--- config.mk ---
export PLATFORM = sky130hd
export DESIGN_NAME = ehgu_pll_lock_detect
export DESIGN_NICKNAME = d
export VERILOG_FILES = /design/src/rtl/ehgu_pll_pkg.sv /design/src/rtl/ehgu_sync_edge.sv /design/src/rtl/ehgu_pll_lock_detect.sv
export SDC_FILE = /design/constraint.sdc
export NUM_CORES = 1
export LEC_CHECK = 0
export BUFFER_PORTS_ARGS = -buffer_cell sky130_fd_sc_hd__buf_2
export CORE_ASPECT_RATIO = 0.8
export CORE_MARGIN = 3
export CORE_UTILIZATION = 30
export DETAILED_ROUTE_END_ITERATION = 7
export GPL_ROUTABILITY_DRIVEN = 0
export MAX_ROUTING_LAYER = met4
export PLACE_DENSITY_LB_ADDON = 0.08
export REMOVE_ABC_BUFFERS = 1
export SYNTH_ARGS = -nofsm -noshare
export SYNTH_HDL_FRONTEND = slang
export SYNTH_SLANG_ARGS = --single-unit
export TNS_END_PERCENT = 10
--- constraint.sdc ---
create_clock -name clkin -period 2.7 [get_ports clkin]
set_clock_uncertainty 0.05 [all_clocks]
set_input_delay 0.27 -clock clkin [delete_from_list [all_inputs] [get_ports clkin]]
set_output_delay 0.27 -clock clkin [all_outputs]
set_load 0.05 [all_outputs]
--- src/rtl/ehgu_pll_pkg.sv ---
// Shared types and helpers for the fractional-N PLL lock detector.
package ehgu_pll_pkg;

  // Default divider geometry; the lock detector parameters default to these.
  localparam int PLL_INT_WIDTH  = 3;
  localparam int PLL_FRAC_WIDTH = 4;
  localparam int PLL_WIN_LOG2   = 4;
  localparam int PLL_CW         = PLL_INT_WIDTH + PLL_WIN_LOG2 + 1;

  typedef enum logic [1:0] {
    IDLE    = 2'd0,
    ARM     = 2'd1,
    MEASURE = 2'd2,
    EVAL    = 2'd3
  } lock_state_e;

  // Expected VCO cycles per window for the default geometry. The shift is
  // exact because the window spans at least 2^FRAC_WIDTH reference periods.
  function automatic logic [PLL_CW-1:0] exp_count(
    input logic [PLL_INT_WIDTH-1:0]  int_v,
    input logic [PLL_FRAC_WIDTH-1:0] frac_v
  );
    logic [PLL_CW-1:0] ratio;
    ratio = PLL_CW'({int_v, frac_v});
    return ratio << (PLL_WIN_LOG2 - PLL_FRAC_WIDTH);
  endfunction

endpackage

--- src/rtl/ehgu_sync_edge.sv ---
// Two-flop synchronizer followed by an edge register; emits a one-cycle
// pulse for each rising edge of an asynchronous input.
module ehgu_sync_edge (
  input  logic clkin,
  input  logic rstn,
  input  logic async_in,
  output logic rise
);

  logic meta_q, meta_d;
  logic sync_q, sync_d;
  logic dly_q,  dly_d;

  // Shift the sampled input through the synchronizer and the edge register.
  always_comb begin
    meta_d = async_in;
    sync_d = meta_q;
    dly_d  = sync_q;
  end

  // Synchronizer and edge-register flops.
  always_ff @(posedge clkin or negedge rstn) begin
    if (!rstn) begin
      meta_q <= 1'b0;
      sync_q <= 1'b0;
      dly_q  <= 1'b0;
    end else begin
      meta_q <= meta_d;
      sync_q <= sync_d;
      dly_q  <= dly_d;
    end
  end

  assign rise = sync_q & ~dly_q;

endmodule

--- src/rtl/ehgu_pll_lock_detect.sv ---
// PLL lock detector: counts VCO cycles over 2^WIN_LOG2 reference periods and
// compares the count with the programmed fractional divide ratio.
module ehgu_pll_lock_detect
  import ehgu_pll_pkg::*;
#(
  parameter  int INT_WIDTH  = PLL_INT_WIDTH,
  parameter  int FRAC_WIDTH = PLL_FRAC_WIDTH,
  parameter  int WIN_LOG2   = PLL_WIN_LOG2,
  parameter  int TOL        = 2,
  parameter  int LOCK_CNT   = 4,
  localparam int CW         = INT_WIDTH + WIN_LOG2 + 1
) (
  input  logic                  clkin,
  input  logic                  rstn,
  input  logic                  en,
  input  logic                  ref_in,
  input  logic [INT_WIDTH-1:0]  int_div,
  input  logic [FRAC_WIDTH-1:0] frac_div,
  output logic                  lock,
  output logic [CW-1:0]         meas_count,
  output logic                  meas_valid,
  output logic                  ovf
);

  localparam int DW   = INT_WIDTH + FRAC_WIDTH;
  localparam int GW   = $clog2(LOCK_CNT + 1);
  localparam int CWP1 = CW + 1;

  lock_state_e          state_q, state_d;
  logic [CW-1:0]        cnt_q, cnt_d;
  logic [WIN_LOG2-1:0]  edges_q, edges_d;
  logic [DW-1:0]        div_q, div_d;
  logic [GW-1:0]        good_q, good_d;
  logic                 lock_q, lock_d;
  logic [CW-1:0]        meas_count_q, meas_count_d;
  logic                 meas_valid_q, meas_valid_d;
  logic                 ovf_q, ovf_d;

  logic                 ref_rise;
  logic [DW-1:0]        div_in;
  logic                 div_change;
  logic                 cnt_sat;
  logic [CW-1:0]        cnt_inc;
  logic [CW-1:0]        exp_c;
  logic signed [CW:0]   diff_c;
  logic [CW:0]          abs_c;
  logic                 in_tol;

  ehgu_sync_edge u_ref_edge (
    .clkin    (clkin),
    .rstn     (rstn),
    .async_in (ref_in),
    .rise     (ref_rise)
  );

  assign div_in     = {int_div, frac_div};
  assign div_change = (div_in != div_q);
  assign cnt_sat    = &cnt_q;
  assign cnt_inc    = cnt_sat ? cnt_q : cnt_q + CW'(1);

  // Expected count for the latched ratio and its absolute error against the
  // last measurement, evaluated one bit wider so the difference cannot wrap.
  always_comb begin
    exp_c  = CW'({1'b0, div_q}) << (WIN_LOG2 - FRAC_WIDTH);
    diff_c = $signed({1'b0, meas_count_q}) - $signed({1'b0, exp_c});
    abs_c  = diff_c[CW] ? -diff_c : diff_c;
    in_tol = (abs_c <= CWP1'(TOL));
  end

  // Next-state, window counting and lock qualification.
  always_comb begin
    state_d      = state_q;
    cnt_d        = cnt_q;
    edges_d      = edges_q;
    div_d        = div_q;
    good_d       = good_q;
    lock_d       = lock_q;
    meas_count_d = meas_count_q;
    meas_valid_d = 1'b0;
    ovf_d        = ovf_q;

    if (!en) begin
      state_d = IDLE;
      cnt_d   = '0;
      edges_d = '0;
      good_d  = '0;
      lock_d  = 1'b0;
      ovf_d   = 1'b0;
    end else begin
      case (state_q)
        IDLE: begin
          state_d = ARM;
        end

        ARM: begin
          if (ref_rise) begin
            cnt_d   = '0;
            edges_d = '0;
            div_d   = div_in;
            state_d = MEASURE;
          end
        end

        MEASURE, EVAL: begin
          if (div_change) begin
            state_d = ARM;
            good_d  = '0;
            lock_d  = 1'b0;
          end else begin
            cnt_d = cnt_inc;
            if (cnt_sat) begin
              ovf_d = 1'b1;
            end
            if (ref_rise) begin
              edges_d = edges_q + WIN_LOG2'(1);
            end

            if (state_q == MEASURE) begin
              if (ref_rise && (&edges_q)) begin
                meas_count_d = cnt_inc;
                meas_valid_d = 1'b1;
                cnt_d        = '0;
                edges_d      = '0;
                div_d        = div_in;
                state_d      = EVAL;
              end
            end else begin
              state_d = MEASURE;
              if (in_tol && !ovf_q) begin
                if (good_q != GW'(LOCK_CNT)) begin
                  good_d = good_q + GW'(1);
                end
                if (good_q >= GW'(LOCK_CNT - 1)) begin
                  lock_d = 1'b1;
                end
              end else begin
                good_d = '0;
                lock_d = 1'b0;
              end
            end
          end
        end

        default: begin
          state_d = IDLE;
        end
      endcase
    end
  end

  // State and datapath registers.
  always_ff @(posedge clkin or negedge rstn) begin
    if (!rstn) begin
      state_q      <= IDLE;
      cnt_q        <= '0;
      edges_q      <= '0;
      div_q        <= '0;
      good_q       <= '0;
      lock_q       <= 1'b0;
      meas_count_q <= '0;
      meas_valid_q <= 1'b0;
      ovf_q        <= 1'b0;
    end else begin
      state_q      <= state_d;
      cnt_q        <= cnt_d;
      edges_q      <= edges_d;
      div_q        <= div_d;
      good_q       <= good_d;
      lock_q       <= lock_d;
      meas_count_q <= meas_count_d;
      meas_valid_q <= meas_valid_d;
      ovf_q        <= ovf_d;
    end
  end

  assign lock       = lock_q;
  assign meas_count = meas_count_q;
  assign meas_valid = meas_valid_q;
  assign ovf        = ovf_q;

endmodule
==> flow_metrics.tcl <==
set metrics [dict create \
    synthAdderAreaFrac_pct 6.76 \
    clockRootBuffer "clkbuf_8" \
    ys.warnings.count 0 \
    initialDrtViolationCount 88 \
    path_cells "inv_1, ha_2, inv_2, fa_2, a21o_1, a21oi_2, xor2_2, and3_4, o21ai_4, a211oi_4, nand4_1, o32ai_2" \
    dp_cells 417 \
    synth_seq_cells 38 \
    drive_gt1_share_pct 24.4 \
    cp.arrival_ns 2.97 \
    placed_area_um2 2830 \
    wire_per_inst_um 14.3 \
    dp_hpwl_mm 4.57 \
    nets 344 \
    grt_usage_pct 14.1 \
    rsz0062_at_grt "true" \
    slew_headroom_pct 40.0 \
    start_kind "flip-flop" \
    critPathKind "flip-flop to flip-flop" \
    antenna_found_initial 0 \
    fin_cells 428 \
    synth-compound-area-share_pct 21.4 \
    whs_path_depth 1 \
    hold_violations 0 \
    required_ns 2.86 \
    clk_pin_slew_worst_paths_ns 0.08 \
    drv_slew 0 \
    setup_tns_ns -0.206 \
    htree_levels 2 \
    finalSetupViolCount 3 \
    place_ws_ns -0.156 \
    synth-simple-area-share_pct 19.0 \
    grt_remaining_overflow 0 \
    yosysSeqAreaShare_pct 37.8 \
    coreArea_um2 8060 \
    synth_cell_types 51 \
    synth_xor_xnor_area_share_pct 6.21 \
    netlist_area_um2 2520 \
    clockBufferDepth 2 \
    clkLatencyLatePin_ns 0.29 \
    routed_wl_mm 6.11 \
    grt_pass1_vias 2020 \
    cts_hold_buffers 0 \
    io_pins 22 \
    port_buffers 21 \
    antenna_cells 0 \
    intPower_mw 1.16 \
    start_util_pct 31.3 \
    fin_crit_ns 2.81 \
    maxCapViolCount 0 \
    hp-class "input port to flip-flop" \
    synth_edf_count 0 \
    fp.dieArea_um2 9540 \
    netSwitchingFraction_pct 33.1 \
    drcViolationCount 0 \
    die_height_um 88.0 \
    grt_pass1_wl_mm 10.1 \
    worst-path-buf-inv 2 \
    reg2reg_depth 12 \
    worstSetupEndpointType "flip-flop" \
    p_clk_share_pct 29.5 \
    syn2layout_area_growth_pct 20.4 \
    cts.sinks 38 \
    finish.instance_area_um2 3030 \
    synth_ff_type "dfrtp_1" \
    status "finished with violations" \
    routed_via_density 4.97 \
    ant_nets 0 \
    fp-row-count 29 \
    p_seq_share_pct 36.2 \
    p_per_area_nw_per_um2 570 \
    worstMarginPinSlew_ns 0.900 \
    grt_max_degree 39 \
    timing.final.ws_setup_ns -0.111 \
    vias 2128 \
    nFillCells 817 \
    synth_mux_area_share_pct 4.77 \
    firstDrtPassIters 4 \
    path_depth 12 \
    syn-instance-count 283 \
    worst-path-max-fanout 4 \
    ir_drop_uv 204 \
    leakagePower_nw 1.36 \
    comb_power_share_pct 34.3 \
    whs_ns 0.0305 \
    fin_crit_sh_pct 104 \
    cts_tree "done" \
    cp_top_family "compound AO/OA/AOI/OAI gates" \
    slowest_delay_ns 0.38 \
    async_flop_share_pct 100 \
    crit_slowest_cell "dfrtp_1" \
    die_w_um 108 \
    fmax_mhz 356 \
    p_sw_mw 0.572 \
    violations "setup timing" \
    avgSynthCellArea_um2 8.90 \
    cts_made_buffers 5 \
    synth_top_family_by_area "compound AO/OA/AOI/OAI gates" \
]
[sequential cells by signal, summed over array words and instances, names as in the netlist]
register and count:
u_ref_edge.dly_d 1, meas_count 8, u_ref_edge.meta_q 1, ovf 1, div_q 7, cnt_q 8
state_q 2, good_q 3, meas_valid 1, lock 1, u_ref_edge.dly_q 1, edges_q 4
[cells in the mapped netlist, types with 3 or more instances]
cell type  number  area (um^2)
dfrtp_1        38          951
xnor2_1         4         35.0
mux2_2          8         90.1
buf_2           3         15.0
nand2b_1        5         31.3
inv_1          17         63.8
ha_1           12          150
nor2_1         30          113
a21oi_1        14         70.1
nand4_1         5         31.3
a21oi_2         3         26.3
o31ai_1         5         37.5
xor2_1         12          105
nand2_1        26         97.6
clkbuf_1        7         26.3
nor2b_1         3         18.8
nor3_1          5         25.0
a21o_1          5         37.5
and3_1          5         31.3
nand3_1         9         45.0
o2111ai_1       3         26.3
o21ai_1         4         20.0
o21ai_0        25          125
mux2i_1         3         30.0
[final cells by class]
class	count	area [um^2]	share of cell area [%]
multi-input cells	218	1520	50.2
flip-flops and latches	38	951	31.4
repair buffers	40	248	8.17
well taps	108	135	4.46
clock buffers	6	82.6	2.72
inverters	17	63.8	2.10
clock inverters	1	30.0	0.990
[per-stage QoR]
| step | util [%] | power [mW] |
|---|---|---|
| 3_3_place_gp | 35.1 | 1.18 |
| 6_report | 37.7 | 1.73 |
| 4_1_cts | 36.7 | 1.71 |
| 3_5_place_dp | 35.1 | 1.18 |
| 2_1_floorplan | - | 1.01 |
| 5_1_grt | 37.7 | 1.85 |
[power by group through the flow]
stage | clock, mW | combinational [mW] | sequential (mW)
after global placement | 0 | 0.547 | 0.636
after detailed placement | 0 | 0.548 | 0.637
after global routing | 0.561 | 0.659 | 0.633
after floorplan | 0 | 0.380 | 0.634
final | 0.510 | 0.593 | 0.626
after CTS | 0.530 | 0.558 | 0.626
[per-layer routing]
| metal | track usage (%) | vias up | part of all wire [%] |
|---|---|---|---|
| li1 | - | 1073 | - |
| met1 | 19.1 | 1027 | 52 |
| met2 | 21.4 | 23 | 46 |
| met3 | 3.39 | 5 | 1.9 |
| met4 | 3.33 | 0 | 0.79 |
| met5 | - | - | 0 |
[cells in the final DEF (no fill, tap or decap), types with 2 or more instances in the layout]
cell type  instances
o2111ai_1          3
o31ai_1            4
dfrtp_1           38
xor2_1            12
nand3_1            9
a41oi_2            2
o21ai_0           24
a21boi_0           2
ha_1              11
nand2_1           25
nor2b_1            3
mux2_2             8
clkbuf_8           6
nand4_1            5
xnor2_1            4
nor3b_1            2
a21oi_2            4
and2_1             2
inv_1             16
nand2b_1           5
buf_4             19
buf_2             21
mux2i_1            3
o21ai_1            4
a21o_1             5
nor2_1            30
nor3_1             5
a21oi_1           13
o21a_1             2
and3_1             4
[logic make-up after synthesis]
| family | Yosys count |
|---|---|
| buffers and inverters | 27 |
| AND/OR/NAND/NOR | 98 |
| flip-flops | 38 |
| XOR/XNOR | 17 |
| AO/OA/AOI/OAI | 79 |
| adder cells (fa/ha/maj) | 13 |
| multiplexers | 11 |
[path summary, 6_finish.rpt]
kind                                             start  slack (ns)                     endpoint
setup / recovery             meas_count[0]$_DFFE_PN0P_       -0.11        good_q[1]$_DFFE_PN0P_
setup reg to reg             meas_count[0]$_DFFE_PN0P_       -0.11        good_q[1]$_DFFE_PN0P_
min in group asynchronous                         rstn        0.05             lock$_DFFE_PN0P_
max in group asynchronous                         rstn        1.98         div_q[2]$_DFFE_PN0P_
hold reg to reg            u_ref_edge.meta_q$_DFF_PN0_        0.30   u_ref_edge.dly_d$_DFF_PN0_
hold / removal                                  ref_in        0.03  u_ref_edge.meta_q$_DFF_PN0_
[timing repair]
item	in CTS	in global routing
pin swaps	4	17
endpoints found under the setup margin	3	4
buffers inserted	1	3
resized for setup	2	12
(Power assumes the default switching activity.)
